===== src/rtl/uart_rx_frame_pkg.sv =====
// Shared constants, receiver state encoding and counter sizing helper for the UART receiver.
// Latency: n/a (declarations only).
// Backpressure: n/a.
package uart_pkg;

    localparam int unsigned PARITY_NONE = 0;
    localparam int unsigned PARITY_ODD  = 1;
    localparam int unsigned PARITY_EVEN = 2;

    typedef enum logic [2:0] {
        S_IDLE   = 3'd0,
        S_START  = 3'd1,
        S_DATA   = 3'd2,
        S_PARITY = 3'd3,
        S_STOP   = 3'd4,
        S_BREAK  = 3'd5
    } rx_state_e;

    // Width of a counter that must hold 0..bit_duration-1.
    function automatic int unsigned cnt_width(input int unsigned bit_duration);
        return (bit_duration < 2) ? 1 : $clog2(bit_duration);
    endfunction

endpackage


===== src/rtl/uart_rx_frame_if.sv =====
// Frame-level result bundle from the UART receiver to the byte-level command parser.
// Latency: n/a (wires only).
// Backpressure: none; every pulse is single-cycle and must be taken when seen.
// break_det exists only when UART_RX_BREAK_DET_EN is defined.
interface uart_rx_frame_if #(
    parameter int unsigned DATA_BITS = 8
) ();

    logic [DATA_BITS-1:0] rx_data;
    logic                 rx_valid;
    logic                 frame_err;
    logic                 parity_err;
    logic                 busy;
`ifdef UART_RX_BREAK_DET_EN
    logic                 break_det;
`endif

    modport master (
        output rx_data,
        output rx_valid,
        output frame_err,
        output parity_err,
`ifdef UART_RX_BREAK_DET_EN
        output break_det,
`endif
        output busy
    );

    modport slave (
        input rx_data,
        input rx_valid,
        input frame_err,
        input parity_err,
`ifdef UART_RX_BREAK_DET_EN
        input break_det,
`endif
        input busy
    );

endinterface


===== src/rtl/uart_rx_sampler.sv =====
// Line front end: 2-FF synchroniser, falling-edge detect, bit-phase counter and 3-sample majority vote.
// Latency: 2 cycles of synchronisation; bit_decide/bit_value are combinational at phase HALF+1.
// Backpressure: none; the frame FSM must consume bit_decide in the cycle it is high.
// With UART_RX_BREAK_DET_EN the synchronised line level is also exported.
module uart_rx_sampler
    import uart_pkg::*;
#(
    parameter int unsigned BIT_DURATION = 217
) (
    input  logic clk,
    input  logic kill,
    input  logic rx_uart,
    input  logic restart,
    output logic start_edge,
    output logic bit_decide,
`ifdef UART_RX_BREAK_DET_EN
    output logic line_lvl,
`endif
    output logic bit_value
);

    localparam int unsigned HALF = BIT_DURATION / 2;
    localparam int unsigned CW   = cnt_width(BIT_DURATION);

    localparam logic [CW-1:0] PH_LAST = CW'(BIT_DURATION - 1);
    localparam logic [CW-1:0] PH_S0   = CW'(HALF - 1);
    localparam logic [CW-1:0] PH_S1   = CW'(HALF);
    localparam logic [CW-1:0] PH_S2   = CW'(HALF + 1);

    logic          sync1_q, sync1_d;
    logic          sync2_q, sync2_d;
    logic          dly_q, dly_d;
    logic [CW-1:0] phase_q, phase_d;
    logic          s0_q, s0_d;
    logic          s1_q, s1_d;

    // Synchroniser shift, edge delay, free-running phase and the two early vote samples.
    always_comb begin
        sync1_d = rx_uart;
        sync2_d = sync1_q;
        dly_d   = sync2_q;
        if (restart || (phase_q == PH_LAST)) begin
            phase_d = '0;
        end else begin
            phase_d = phase_q + 1'b1;
        end
        s0_d = (phase_q == PH_S0) ? sync2_q : s0_q;
        s1_d = (phase_q == PH_S1) ? sync2_q : s1_q;
    end

    // Line-side registers idle high so reset never looks like a start edge.
    always_ff @(posedge clk) begin
        if (kill) begin
            sync1_q <= 1'b1;
            sync2_q <= 1'b1;
            dly_q   <= 1'b1;
            phase_q <= '0;
            s0_q    <= 1'b1;
            s1_q    <= 1'b1;
        end else begin
            sync1_q <= sync1_d;
            sync2_q <= sync2_d;
            dly_q   <= dly_d;
            phase_q <= phase_d;
            s0_q    <= s0_d;
            s1_q    <= s1_d;
        end
    end

    assign start_edge = dly_q & ~sync2_q;
    assign bit_decide = (phase_q == PH_S2);
    // Third sample is the live line at HALF+1; the FSM registers the vote at this edge.
    assign bit_value  = (s0_q & s1_q) | (s0_q & sync2_q) | (s1_q & sync2_q);
`ifdef UART_RX_BREAK_DET_EN
    assign line_lvl   = sync2_q;
`endif

endmodule


===== src/rtl/uart_rx_frame.sv =====
// Parametrised UART receiver: data width, parity, 1/2 stop bits, majority-voted bits, error flags.
// Latency: rx_valid pulses one cycle after the last stop-bit decision (phase HALF+2 of that bit).
// Backpressure: none; results are single-cycle pulses with rx_data held until the next frame.
// Optional break detection is enabled with UART_RX_BREAK_DET_EN.
module uart_rx_frame
    import uart_pkg::*;
#(
    parameter int unsigned INPUT_CLK   = 50000000,
    parameter int unsigned BAUD_RATE   = 230400,
    parameter int unsigned DATA_BITS   = 8,
    parameter int unsigned PARITY_MODE = PARITY_NONE,
    parameter int unsigned STOP_BITS   = 1
) (
    input  logic            clk,
    input  logic            kill,
    input  logic            rx_uart,
    uart_rx_frame_if.master rx_if
);

    localparam int unsigned BIT_DURATION = (BAUD_RATE == 0) ? 0 : INPUT_CLK / BAUD_RATE;
    localparam int unsigned HALF         = BIT_DURATION / 2;
    localparam int unsigned CW           = cnt_width(BIT_DURATION);

    if (BAUD_RATE == 0 || BIT_DURATION < 8) begin : g_bad_rate
        $error("uart_rx_frame: INPUT_CLK/BAUD_RATE must be at least 8");
    end
    if (DATA_BITS < 5 || DATA_BITS > 9) begin : g_bad_width
        $error("uart_rx_frame: DATA_BITS must be 5..9");
    end
    if (PARITY_MODE > PARITY_EVEN) begin : g_bad_parity
        $error("uart_rx_frame: PARITY_MODE must be 0, 1 or 2");
    end
    if (STOP_BITS < 1 || STOP_BITS > 2) begin : g_bad_stop
        $error("uart_rx_frame: STOP_BITS must be 1 or 2");
    end

    rx_state_e            state_q, state_d;
    logic [DATA_BITS-1:0] shreg_q, shreg_d;
    logic [DATA_BITS-1:0] rx_data_q, rx_data_d;
    logic [3:0]           bit_cnt_q, bit_cnt_d;
    logic [1:0]           stop_cnt_q, stop_cnt_d;
    logic                 perr_hold_q, perr_hold_d;
    logic                 ferr_hold_q, ferr_hold_d;
    logic                 rx_valid_q, rx_valid_d;
    logic                 frame_err_q, frame_err_d;
    logic                 parity_err_q, parity_err_d;
    logic                 busy_q, busy_d;
    logic                 start_edge, bit_decide, bit_value;
`ifdef UART_RX_BREAK_DET_EN
    logic                 zero_hold_q, zero_hold_d;
    logic                 break_det_q, break_det_d;
    logic [CW-1:0]        hi_cnt_q, hi_cnt_d;
    logic                 rxs;
`endif

    uart_rx_sampler #(
        .BIT_DURATION (BIT_DURATION)
    ) u_sampler (
        .clk        (clk),
        .kill       (kill),
        .rx_uart    (rx_uart),
        .restart    (start_edge && (state_q == S_IDLE)),
        .start_edge (start_edge),
        .bit_decide (bit_decide),
`ifdef UART_RX_BREAK_DET_EN
        .line_lvl   (rxs),
`endif
        .bit_value  (bit_value)
    );

    // Frame FSM: walks start/data/parity/stop on each bit decision and forms the result pulses.
    always_comb begin
        state_d      = state_q;
        shreg_d      = shreg_q;
        rx_data_d    = rx_data_q;
        bit_cnt_d    = bit_cnt_q;
        stop_cnt_d   = stop_cnt_q;
        perr_hold_d  = perr_hold_q;
        ferr_hold_d  = ferr_hold_q;
        rx_valid_d   = 1'b0;
        frame_err_d  = 1'b0;
        parity_err_d = 1'b0;
`ifdef UART_RX_BREAK_DET_EN
        zero_hold_d  = zero_hold_q;
        break_det_d  = 1'b0;
        hi_cnt_d     = hi_cnt_q;
`endif
        case (state_q)
            S_IDLE: begin
                if (start_edge) begin
                    state_d     = S_START;
                    perr_hold_d = 1'b0;
                    ferr_hold_d = 1'b0;
`ifdef UART_RX_BREAK_DET_EN
                    zero_hold_d = 1'b1;
`endif
                end
            end
            S_START: begin
                // A high vote means the edge was noise: drop back silently.
                if (bit_decide) begin
                    if (bit_value) begin
                        state_d = S_IDLE;
                    end else begin
                        state_d   = S_DATA;
                        bit_cnt_d = '0;
                    end
                end
            end
            S_DATA: begin
                if (bit_decide) begin
                    shreg_d = {bit_value, shreg_q[DATA_BITS-1:1]};
`ifdef UART_RX_BREAK_DET_EN
                    zero_hold_d = zero_hold_q & ~bit_value;
`endif
                    if (bit_cnt_q == 4'(DATA_BITS - 1)) begin
                        state_d    = (PARITY_MODE != PARITY_NONE) ? S_PARITY : S_STOP;
                        stop_cnt_d = '0;
                    end else begin
                        bit_cnt_d = bit_cnt_q + 4'd1;
                    end
                end
            end
            S_PARITY: begin
                if (bit_decide) begin
                    if (PARITY_MODE == PARITY_ODD) begin
                        perr_hold_d = ~(^shreg_q ^ bit_value);
                    end else begin
                        perr_hold_d = ^shreg_q ^ bit_value;
                    end
`ifdef UART_RX_BREAK_DET_EN
                    zero_hold_d = zero_hold_q & ~bit_value;
`endif
                    state_d    = S_STOP;
                    stop_cnt_d = '0;
                end
            end
            S_STOP: begin
                if (bit_decide) begin
                    ferr_hold_d = ferr_hold_q | ~bit_value;
`ifdef UART_RX_BREAK_DET_EN
                    zero_hold_d = zero_hold_q & ~bit_value;
`endif
                    if (stop_cnt_q == 2'(STOP_BITS - 1)) begin
                        // Re-arm at mid-stop so back-to-back frames are not missed.
                        state_d = S_IDLE;
`ifdef UART_RX_BREAK_DET_EN
                        if (zero_hold_q && !bit_value) begin
                            break_det_d = 1'b1;
                            hi_cnt_d    = '0;
                            state_d     = S_BREAK;
                        end else begin
`else
                        begin
`endif
                            rx_data_d    = shreg_q;
                            rx_valid_d   = 1'b1;
                            frame_err_d  = ferr_hold_q | ~bit_value;
                            parity_err_d = perr_hold_q;
                        end
                    end else begin
                        stop_cnt_d = stop_cnt_q + 2'd1;
                    end
                end
            end
`ifdef UART_RX_BREAK_DET_EN
            S_BREAK: begin
                // Wait for HALF consecutive high cycles before listening again.
                if (!rxs) begin
                    hi_cnt_d = '0;
                end else if (hi_cnt_q == CW'(HALF - 1)) begin
                    state_d = S_IDLE;
                end else begin
                    hi_cnt_d = hi_cnt_q + 1'b1;
                end
            end
`endif
            default: state_d = S_IDLE;
        endcase
        // Busy covers the rx_valid cycle even though the FSM is already idle then.
        busy_d = (state_d != S_IDLE) | rx_valid_d;
    end

    // State and output registers; kill wins over any same-cycle frame completion.
    always_ff @(posedge clk) begin
        if (kill) begin
            state_q      <= S_IDLE;
            shreg_q      <= '0;
            rx_data_q    <= '0;
            bit_cnt_q    <= '0;
            stop_cnt_q   <= '0;
            perr_hold_q  <= 1'b0;
            ferr_hold_q  <= 1'b0;
            rx_valid_q   <= 1'b0;
            frame_err_q  <= 1'b0;
            parity_err_q <= 1'b0;
            busy_q       <= 1'b0;
`ifdef UART_RX_BREAK_DET_EN
            zero_hold_q  <= 1'b0;
            break_det_q  <= 1'b0;
            hi_cnt_q     <= '0;
`endif
        end else begin
            state_q      <= state_d;
            shreg_q      <= shreg_d;
            rx_data_q    <= rx_data_d;
            bit_cnt_q    <= bit_cnt_d;
            stop_cnt_q   <= stop_cnt_d;
            perr_hold_q  <= perr_hold_d;
            ferr_hold_q  <= ferr_hold_d;
            rx_valid_q   <= rx_valid_d;
            frame_err_q  <= frame_err_d;
            parity_err_q <= parity_err_d;
            busy_q       <= busy_d;
`ifdef UART_RX_BREAK_DET_EN
            zero_hold_q  <= zero_hold_d;
            break_det_q  <= break_det_d;
            hi_cnt_q     <= hi_cnt_d;
`endif
        end
    end

    assign rx_if.rx_data    = rx_data_q;
    assign rx_if.rx_valid   = rx_valid_q;
    assign rx_if.frame_err  = frame_err_q;
    assign rx_if.parity_err = parity_err_q;
    assign rx_if.busy       = busy_q;
`ifdef UART_RX_BREAK_DET_EN
    assign rx_if.break_det  = break_det_q;
`endif

endmodule


===== src/flat_wrapper.sv =====
// flat-port wrapper written by rule: the top's interface ports become plain ports
module uart_rx_frame_flat import uart_pkg::*;
#(
    parameter int unsigned INPUT_CLK   = 50000000,
    parameter int unsigned BAUD_RATE   = 230400,
    parameter int unsigned DATA_BITS   = 8,
    parameter int unsigned PARITY_MODE = PARITY_NONE,
    parameter int unsigned STOP_BITS   = 1
)
  (clk, kill, rx_uart, rx_if_rx_data, rx_if_rx_valid, rx_if_frame_err, rx_if_parity_err, rx_if_busy);
  uart_rx_frame_if #(.DATA_BITS(DATA_BITS)) rx_if_i ();
  input  logic clk;
  input  logic kill;
  input  logic rx_uart;
  output wire logic [$bits(rx_if_i.rx_data)-1:0] rx_if_rx_data;
  output wire logic [$bits(rx_if_i.rx_valid)-1:0] rx_if_rx_valid;
  output wire logic [$bits(rx_if_i.frame_err)-1:0] rx_if_frame_err;
  output wire logic [$bits(rx_if_i.parity_err)-1:0] rx_if_parity_err;
  output wire logic [$bits(rx_if_i.busy)-1:0] rx_if_busy;
  assign rx_if_rx_data = rx_if_i.rx_data;
  assign rx_if_rx_valid = rx_if_i.rx_valid;
  assign rx_if_frame_err = rx_if_i.frame_err;
  assign rx_if_parity_err = rx_if_i.parity_err;
  assign rx_if_busy = rx_if_i.busy;
  uart_rx_frame #(.INPUT_CLK(INPUT_CLK), .BAUD_RATE(BAUD_RATE), .DATA_BITS(DATA_BITS), .PARITY_MODE(PARITY_MODE), .STOP_BITS(STOP_BITS)) u_core (.clk(clk), .kill(kill), .rx_uart(rx_uart), .rx_if(rx_if_i));
endmodule

===== config.mk =====
export PLATFORM = sky130hd
export DESIGN_NAME = uart_rx_frame_flat
export DESIGN_NICKNAME = d
export VERILOG_FILES = /design/src/rtl/uart_rx_frame_pkg.sv /design/src/rtl/uart_rx_frame_if.sv /design/src/rtl/uart_rx_sampler.sv /design/src/rtl/uart_rx_frame.sv /design/src/flat_wrapper.sv
export SDC_FILE = /design/constraint.sdc
export NUM_CORES = 1
export LEC_CHECK = 0
export BUFFER_PORTS_ARGS = -buffer_cell sky130_fd_sc_hd__buf_4
export CELL_PAD_IN_SITES_DETAIL_PLACEMENT = 1
export CELL_PAD_IN_SITES_GLOBAL_PLACEMENT = 1
export CORE_ASPECT_RATIO = 1.5
export CORE_MARGIN = 3
export CORE_UTILIZATION = 36
export CTS_CLUSTER_SIZE = 8
export DETAILED_ROUTE_END_ITERATION = 10
export PLACE_DENSITY_LB_ADDON = 0.1
export SLEW_MARGIN = 15
export SYNTH_ARGS = -nofsm -noshare
export SYNTH_HDL_FRONTEND = slang
export SYNTH_SLANG_ARGS = --single-unit

===== constraint.sdc =====
create_clock -name clk -period 2.34 [get_ports clk]
set_clock_uncertainty 0.2 [all_clocks]
set_input_delay 0.468 -clock clk [delete_from_list [all_inputs] [get_ports clk]]
set_output_delay 0.468 -clock clk [all_outputs]
set_load 0.02 [all_outputs]

==> results of run 1 <==
[state kept, by name (all words and copies together), names as in the netlist]
register                  cells
u_core.state_q                3
u_core.u_sampler.sync1_q      1
u_core.stop_cnt_q             2
u_core.u_sampler.dly_q        1
u_core.rx_if.rx_data          8
u_core.u_sampler.dly_d        1
u_core.u_sampler.s0_q         1
u_core.shreg_q                8
u_core.rx_if.parity_err       1
u_core.u_sampler.phase_q      8
u_core.rx_if.rx_valid         1
u_core.ferr_hold_q            1
u_core.u_sampler.s1_q         1
u_core.rx_if.frame_err        1
u_core.bit_cnt_q              4
u_core.perr_hold_q            1
u_core.rx_if.busy             1
[worst max-delay path by stage]
stage	start	endpoint	slack, ns
global placement	u_core.u_sampler.phase_q[4]	u_core.rx_if.rx_data[1]	0.42
global route	u_core.u_sampler.phase_q[4]	u_core.shreg_q[5]	0.23
detailed placement	u_core.u_sampler.phase_q[4]	u_core.rx_if.rx_data[1]	0.41
finish	u_core.u_sampler.phase_q[4]	u_core.rx_if.rx_data[5]	0.40
CTS	u_core.u_sampler.phase_q[2]	u_core.rx_if.rx_data[5]	0.39
floorplan	u_core.u_sampler.phase_q[2]	u_core.rx_if.rx_data[0]	0.62
[placed cells by master (no fill, tap or decap), drive strengths merged, types with 2 or more instances in the layout]
cell    count
dfxtp      44
nand2      43
a21oi      23
nor2       17
buf        16
nand3      11
xor2        8
xnor2       7
inv         6
nand2b      6
and3        6
or3         5
ha          5
clkbuf      5
nor3        4
o21ai       3
or2         3
clkinv      3
and3b       2
mux2i       2
a21o        2
a32oi       2
[logic make-up (layout without fill, tap and decap cells)]
logic type	count (synthesis)	in the layout
flip-flops	44	44
buffers and inverters	13	30
AND/OR/NAND/NOR	104	104
AO/OA/AOI/OAI	36	36
multiplexers	2	2
adder cells (fa/ha/maj)	6	6
XOR/XNOR	16	16
[final cells by class]
class                           count  area share
Multi-Input combinational cell    164       0.453
Sequential cell                    44       0.403
Timing Repair Buffer               16      0.0550
Tap cell                           68      0.0389
Clock buffer                        5      0.0315
Inverter                            6      0.0103
Clock inverter                      3     0.00859
[stage by stage]
stage / util / instances / worst slack [ns]
after CTS: 0.423 / 306 / 0.387
after floorplan: - / 221 / 0.621
after detailed placement: 0.406 / 298 / 0.413
after global placement: 0.406 / 298 / 0.420
after global routing: 0.423 / 306 / 0.232
final: 0.423 / 306 / 0.400
[where the power goes]
group	internal, W	leakage, nW	switching (W)
Clock	0.000208	0.0479	0.000257
Sequential	0.000756	0.356	0.00000841
Combinational	0.0000176	0.412	0.0000283
Total	0.000982	0.816	0.000294
[layer usage]
metal | vias up | global-route usage | wire, um
li1 | 771 | - | -
met1 | 758 | 0.165 | 1780
met2 | 18 | 0.291 | 2490
met3 | 6 | 0.0307 | 101
met4 | 0 | 0.0727 | 84
met5 | - | 0 | 0
==> impl_results.md, run 1 <==
* Critical path's slowest cell: or3_1
* Min Tclk post-route at 1.94 ns
* Initial detailed-routing violation count at 55
* Mapped Cells at 221
* Postcts setup bufs at 0
* Adder-cell share of the synthesized area at 0.0378
* Port bufs at 14
* Synth top area share at 0.458
* PD cells at 584 mW/mm^2
* Final RePlAce weighted congestion at 0.776
* Ant. Diodes at 0
* Post-synthesis area per instance at 8.70 sq um
* Root buf cell: clkbuf_8
* Multiplexer area fraction after synthesis at 0.0104
* Worst min path class: primary input to flip-flop
* Vias in the first global route at 1577
* # Max-Cap Violations at 0
* Pleak at 0.816 nW
* Reg2reg setup slack at 0.40 ns
* Post-synthesis xor/xnor area fraction at 0.0801
* Reg2reg start: u_core.u_sampler.phase_q[4]
* CP endpoint kind: flip-flop
* Total Neg Setup Slack at 0 ns
* Area delta synth->final at 13.7%
* Reg clk slew, reported paths at 0.08 ns
* Area of the multi-input gates at 990 sq um
* Synth Area in Compound Gates at 0.109
* Async SR Flop Fraction at 0
* Critical Path Fanout Max at 8
* Fill count at 630
* Vias post-DR at 1553
* Rows at 32
* Share of layout cells above drive strength 1 at 0.134
* Fmax at 515 MHz
* Initial antenna violation count at 0
* RR Endpoint: u_core.rx_if.rx_data[5]
* Hold buffers post-CTS at 0
* CTS resizes at 0
* Worst-path cell chain: nor2_1 -> nand3_4 -> or3_1 -> nand2_1 -> a21oi_1
* Post-synthesis cell area at 0.00192 sq mm
* Yosys warnings at 0
* WL/cell at 14.5 um
* Sequential area share after synthesis at 0.458
* Netlist cell types at 39
* HPWL Detailed at 3.35 mm
* Worst Path Buf+Inv at 0
* Die height at 95.5 um
* Status: complete, no violations
* DRC at 0
* Crit-path leading delay family: simple AND/OR/NAND/NOR gates
* Pin count of the biggest net entering global routing at 31
* Critical path class: flip-flop to flip-flop
* Arr. time, crit path at 1.91 ns
* Slew @ Worst Pin at 0.547 ns
* Peak supply drop at 0.270 mV
* Post-Synth Simple-Gate Area at 0.277
* CP max stage delay at 0.54 ns
* EDFF count, synth at 0
* Starting Density at 0.372
* Final-report setup violation count at 0
* Top FF cell, synth: dfxtp_1
* I/O Pins at 15
* Detailed Routing Iterations Pass 1 at 4
* Clk sinks at 44
* FF/Latch Area at 881 sq um
* First-pass GRT wire length at 7.52 mm
* Post-route cell area at 0.00219 sq mm
* WHS Path Cells at 2
* Final period utilization at 0.829
* Tot Pwr at 0.00128 W
* Worst-Skew Late Latency at 0.29 ns
* Unrepaired setup endpoints after global routing: no
* Die X-Extent at 65.7 um
* Area contributors post-synth: dfxtp_1, nand2_1, a21oi_1
* Count of pins over their slew limit at 0
* Area leader, netlist: dfxtp_1
* WHS Endpoint: u_core.u_sampler.sync1_q
* Area after DPL at 0.00210 sq mm
* Top-count cell post-synth: dfxtp_1
* Startpoint type of the worst setup path: flip-flop
* CTS Buffer Depth at 2
* Htree depth at 2
* Final Hold Viols at 0
* Top cells by count, synth: dfxtp_1, nand2_1, a21oi_1, nor2_1, nand3_1
* WP data required at 2.31 ns
* Largest family of logic cells by synthesized area: simple AND/OR/NAND/NOR gates
* Total Nets Final at 245
* Die area at 0.00627 sq mm
* Avg Vias per Cell at 5.08
* Total grt overflow at 0
* Worst Hold Slack at 0.162 ns
* Post-route ant nets at 0
* Total GRT Usage at 0.156
* Max_slew headroom at 0.633
* Synthesis-stage register bit count at 44
* Num CTS Buffers at 5
* Syn Nets at 229
* Drt total wl at 4.45 mm
* FF-to-FF path depth at 5
* Stages on worst setup path at 5
* HP Start: rx_uart
* Core area at 0.00516 sq mm
* CTS tree: yes
No activity file was read; power rests on OpenSTA's default activity.
==> run 2: changes to the inputs <==
==> constraint.sdc (replaced) <==
create_clock -name clk -period 2 [get_ports clk]
set_clock_uncertainty 0.2 [all_clocks]
set_input_delay 0.4 -clock clk [delete_from_list [all_inputs] [get_ports clk]]
set_output_delay 0.4 -clock clk [all_outputs]
set_load 0.02 [all_outputs]
==> impl_results.md, run 2 (synthesis gave the netlist of run 1 again) <==
* Status: complete, no violations
* Core area at 0.00516 sq mm (unchanged)
* Final-report setup violation count at 0 (unchanged)
* Root buf cell: clkbuf_8
* Initial antenna violation count at 0 (unchanged)
* Drt total wl at 4.51 mm (+1.3%)
* CP max stage delay at 0.36 ns (-0.18 ns)
* Peak supply drop at 0.403 mV (+49%)
* Share of layout cells above drive strength 1 at 0.169 (+0.0349)
* Avg Vias per Cell at 5.05 (-0.42%)
* Total grt overflow at 0 (unchanged)
* Clk sinks at 44 (unchanged)
* Hold buffers post-CTS at 0 (unchanged)
* Worst Hold Slack at 0.0779 ns (-0.0836 ns)
* Detailed Routing Iterations Pass 1 at 4 (unchanged)
* Worst min path class: primary input to flip-flop
* Die area at 0.00627 sq mm (unchanged)
* Fmax at 536 MHz (+4.0%)
* Initial detailed-routing violation count at 38 (-31%)
* DRC at 0 (unchanged)
* Critical Path Fanout Max at 5 (-3)
* Post-route cell area at 0.00229 sq mm (+4.7%)
* Worst-path cell chain: nor2_1 -> buf_4 -> and3_1 -> nand2_1 -> nor3_2 -> and2_1
* Total Nets Final at 255 (+4.1%)
* CTS Buffer Depth at 2 (unchanged)
* Port bufs at 14 (unchanged)
* Arr. time, crit path at 1.92 ns (about the same)
* Worst slack, placed at 0.135 ns (-0.278 ns)
* Reg clk slew, reported paths at 0.09 ns (about the same)
* Min Tclk post-route at 1.87 ns (-0.0745 ns)
* Unrepaired setup endpoints after global routing: no
* Rows at 32 (unchanged)
* Startpoint type of the worst setup path: flip-flop
* Worst-Skew Late Latency at 0.30 ns (about the same)
* CP endpoint kind: flip-flop
* Most common cell after layout, fill and taps aside: dfxtp_1
* Fill count at 615 (-2.4%)
* Final WS setup at 0.134 ns (-0.265 ns)
* # Max-Cap Violations at 0 (unchanged)
* Pin count of the biggest net entering global routing at 31 (unchanged)
* WL/cell at 14.3 um (-1.9%)
* Final RePlAce weighted congestion at 0.755 (-2.8%)
* Vias in the first global route at 1594 (+1.1%)
* Max_slew headroom at 0.755 (+0.122)
* HPWL Detailed at 3.34 mm (-0.28%)
* Count of pins over their slew limit at 0 (unchanged)
* Die height at 95.5 um (unchanged)
* Critical path's slowest cell: dfxtp_1
* Reg2reg start: u_core.u_sampler.phase_q[4]
* Critical path class: flip-flop to flip-flop
* I/O Pins at 15 (unchanged)
* Slew @ Worst Pin at 0.366 ns (-0.181 ns)
* Num CTS Buffers at 5 (unchanged)
* First-pass GRT wire length at 7.67 mm (+1.9%)
* Area delta synth->final at 19.1%
* Pleak at 0.875 nW (+7.3%)
* Commonest cells after routing, fill and taps aside: dfxtp_1, nand2_1, buf_4
* Fin util at 0.443 (+0.0199)
* Die X-Extent at 65.7 um (unchanged)
* Ant. Diodes at 0 (unchanged)
* Area after DPL at 0.00217 sq mm (+3.6%)
* CTS tree: yes
* Total GRT Usage at 0.159 (+0.00256)
* PD cells at 718 mW/mm^2 (+23%)
* Final period utilization at 0.933 (+0.104)
* Starting Density at 0.372 (unchanged)
* Post-route ant nets at 0 (unchanged)
* WP data required at 2.05 ns (-0.26 ns)
* Htree depth at 2 (unchanged)
* HP Start: rx_uart
* Worst Setup SP: u_core.u_sampler.phase_q[4]
* Vias post-DR at 1597 (+2.8%)
* Total Neg Setup Slack at 0 ns (unchanged)
* Final Hold Viols at 0 (unchanged)
run 2: cell types whose count changed in the layout (fill, tap and decap cells not counted):
cell	change
o32ai_1	-1
clkinv_4	-1
buf_4	+10
bufinv_16	+1
o32ai_2	+1
clkinv_2	-1
clkbuf_1	+1
run 2: area by class of cell:
type / instances / area (sq um) / share of cell area
clock buffer: 6 / 72.6 / 0.0317
clock inverter: 2 / 35.0 / 0.0153
inverter: 6 / 22.5 / 0.00984
multi-input combinational: 164 / 997 / 0.436
sequential: 44 / 881 / 0.385
tap: 68 / 85.1 / 0.0372
timing repair buffer: 26 / 195 / 0.0853
run 2: critical path: cells and delay by family, from the launching register on:
| kind | cells | cell delay (ns) |
|---|---|---|
| buffers and inverters | 1 | 0.18 |
| flip-flops | 1 | 0.36 |
| AND/OR/NAND/NOR | 5 | 1.08 |
run 2: worst paths after layout:
kind / end / slack [ns] / cells after the start
setup / recovery: u_core.rx_if.parity_err / 0.13 / 6
hold / removal: u_core.u_sampler.sync1_q / 0.08 / 2
setup reg to reg: u_core.rx_if.parity_err / 0.13 / 6
hold reg to reg: u_core.u_sampler.dly_d / 0.22 / 1
run 2: what timing repair did:
action,in CTS,in global routing
endpoints found under the setup margin,0,1
gates resized for setup,0,1
setup buffers,0,0
run 2: through the flow:
step                      std cells  power, W
after floorplan                 221  0.000950
after global placement          308  0.000975
after detailed placement        308  0.000975
after CTS                       316   0.00166
after global routing            316   0.00170
final                           316   0.00164
run 2: where the power goes:
part / leakage, nW / switching, W / total [W] / internal, W
combinational: 0.465 / 0.0000377 / 0.0000621 / 0.0000245
clock: 0.0552 / 0.000317 / 0.000689 / 0.000371
sequential: 0.356 / 0.00000694 / 0.000892 / 0.000885
run 2: routing by layer:
metal,wire length (um),vias to the layer above,track usage
met4,79,0,0.0675
met1,1880,777,0.173
li1,-,794,-
met3,88,5,0.0318
met5,0,-,0
met2,2460,21,0.292
==> run 3: changes to the inputs <==
--- a/config.mk
+++ b/config.mk
@@ -6,7 +6,7 @@
 export NUM_CORES = 1
 export LEC_CHECK = 0
 export BUFFER_PORTS_ARGS = -buffer_cell sky130_fd_sc_hd__buf_4
-export CELL_PAD_IN_SITES_DETAIL_PLACEMENT = 1
+export CELL_PAD_IN_SITES_DETAIL_PLACEMENT = 0
 export CELL_PAD_IN_SITES_GLOBAL_PLACEMENT = 1
 export CORE_ASPECT_RATIO = 1.5
 export CORE_MARGIN = 3
==> impl_results.md, run 3 (synthesis gave the netlist of run 1 again) <==
* Status: complete, no violations
* WL/cell at 13.1 um (-7.9%)
* Critical path class: flip-flop to flip-flop
* Slew @ Worst Pin at 0.416 ns (+0.0502 ns)
* Pleak at 0.869 nW (-0.70%)
* Final RePlAce weighted congestion at 0.755 (unchanged)
* Die X-Extent at 65.7 um (unchanged)
* Pin count of the biggest net entering global routing at 31 (unchanged)
* Port bufs at 14 (unchanged)
* Startpoint type of the worst setup path: flip-flop
* Total GRT Usage at 0.150 (-0.00899)
* Min Tclk post-route at 1.83 ns (-0.0319 ns)
* Reg2reg setup slack at 0.17 ns (+0.03 ns)
* Critical Path Fanout Max at 8 (+3)
* Final Hold Viols at 0 (unchanged)
* Arr. time, crit path at 1.81 ns (-0.11 ns)
* Count of pins over their slew limit at 0 (unchanged)
* Final-report setup violation count at 0 (unchanged)
* Postcts setup bufs at 0 (unchanged)
* Ant. Diodes at 0 (unchanged)
* # Max-Cap Violations at 0 (unchanged)
* WP data required at 1.97 ns (-0.08 ns)
* Most common cell after layout, fill and taps aside: dfxtp_1
* Hold buffers post-CTS at 0 (unchanged)
* Area delta synth->final at 17.9%
* Worst-path cell chain: inv_1 -> ha_1 -> nand3_4 -> or3_1 -> nand2_1 -> a21oi_1
* Worst Path Buf+Inv at 1 (unchanged)
* Avg Vias per Cell at 4.82 (-4.7%)
* Unrepaired setup endpoints after global routing: no
* Num CTS Buffers at 5 (unchanged)
* Vias in the first global route at 1484 (-6.9%)
* Worst-Skew Late Latency at 0.29 ns (about the same)
* FF/Latch Area at 881 sq um (unchanged)
* RR Endpoint: u_core.rx_if.rx_data[4]
* Total Neg Setup Slack at 0 ns (unchanged)
* DRC at 0 (unchanged)
* FF-to-FF path depth at 6 (unchanged)
* Die height at 95.5 um (unchanged)
* Vias post-DR at 1522 (-4.7%)
* Core area at 0.00516 sq mm (unchanged)
* First-pass GRT wire length at 7.22 mm (-5.8%)
* Setup crit end: u_core.rx_if.rx_data[4]
* Commonest cells after routing, fill and taps aside: dfxtp_1, nand2_1, buf_4
* Detailed Routing Iterations Pass 1 at 4 (unchanged)
* CTS resizes at 0 (unchanged)
* Htree depth at 2 (unchanged)
* Peak supply drop at 0.270 mV (-33%)
* Max_slew headroom at 0.722 (-0.0335)
* CTS tree: yes
* Worst Setup SP: u_core.u_sampler.phase_q[1]
* Area of the multi-input gates at 990 sq um (-0.75%)
* Reg clk slew, reported paths at 0.08 ns (about the same)
* Total Nets Final at 255 (unchanged)
* CP endpoint kind: flip-flop
* Initial antenna violation count at 0 (unchanged)
* Reg2reg start: u_core.u_sampler.phase_q[1]
* Final WS setup at 0.166 ns (+0.0319 ns)
* CTS Buffer Depth at 2 (unchanged)
* I/O Pins at 15 (unchanged)
* Initial detailed-routing violation count at 39 (+2.6%)
* Worst Hold Slack at 0.0847 ns (+0.00682 ns)
* Stages on worst setup path at 6 (unchanged)
* Share of layout cells above drive strength 1 at 0.169 (unchanged)
* Total grt overflow at 0 (unchanged)
* Drt total wl at 4.16 mm (-7.9%)
* Fill count at 552 (-10%)
* Crit-path leading delay family: simple AND/OR/NAND/NOR gates
* Critical path's slowest cell: or3_1
* PD cells at 672 mW/mm^2 (-6.4%)
* Post-route ant nets at 0 (unchanged)
* Starting Density at 0.372 (unchanged)
* Worst slack, placed at 0.149 ns (+0.0142 ns)
* Fmax at 545 MHz (+1.7%)
* Die area at 0.00627 sq mm (unchanged)
* Root buf cell: clkbuf_8
* Rows at 32 (unchanged)
* HPWL Detailed at 3.08 mm (-7.7%)
* Worst min path class: primary input to flip-flop
* CP max stage delay at 0.53 ns (+0.17 ns)
* Clk sinks at 44 (unchanged)
* Final period utilization at 0.917 (-0.0159)
==> run 3: changes by cell type in the layout (fill, tap and decap cells not counted), sizes merged <==
cell	previous run	this run
bufinv	1	0
clkinv	1	2
==> run 3: power breakdown <==
group          switching [W]  internal [W]
logic              0.0000368     0.0000243
registers         0.00000666      0.000885
clock network       0.000294      0.000276
==> run 3: stage by stage <==
step	power, W	util	instances	instance area [sq um]
floorplan	0.000950	-	221	1920
global placement	0.000975	0.421	308	2170
detailed placement	0.000974	0.421	308	2170
CTS	0.00155	0.439	316	2270
global route	0.00160	0.439	316	2270
finish	0.00152	0.439	316	2270
==> run 3: worst register-to-register path, stage by stage (launching register included) <==
cell	delay, ns
dfxtp_1	0.34
inv_1	0.08
ha_1	0.23
nand3_4	0.15
or3_1	0.53
nand2_1	0.12
a21oi_1	0.06
==> run 3: cell type report <==
type	count	area share
Clock inverter	2	0.00442
Clock buffer	6	0.0364
Multi-Input combinational cell	164	0.437
Tap cell	68	0.0375
Sequential cell	44	0.389
Timing Repair Buffer	26	0.0861
Inverter	6	0.00994
==> run 3: worst min-delay path by stage <==
stage	from	endpoint	slack [ns]	depth (start not counted)
floorplan	u_core.u_sampler.sync1_q	u_core.u_sampler.dly_d	0.19	1
global placement	u_core.u_sampler.sync1_q	u_core.u_sampler.dly_d	0.20	1
detailed placement	u_core.u_sampler.sync1_q	u_core.u_sampler.dly_d	0.20	1
CTS	rx_uart	u_core.u_sampler.sync1_q	0.07	2
global route	rx_uart	u_core.u_sampler.sync1_q	0.08	2
finish	rx_uart	u_core.u_sampler.sync1_q	0.08	2
==> run 3: per-layer routing <==
metal  up-vias  wire, um  GRT usage
met1       703      1760      0.174
met2        18      2220      0.264
li1        794         -          -
met4         0        65     0.0571
met5         -         0          0
met3         7       107     0.0318
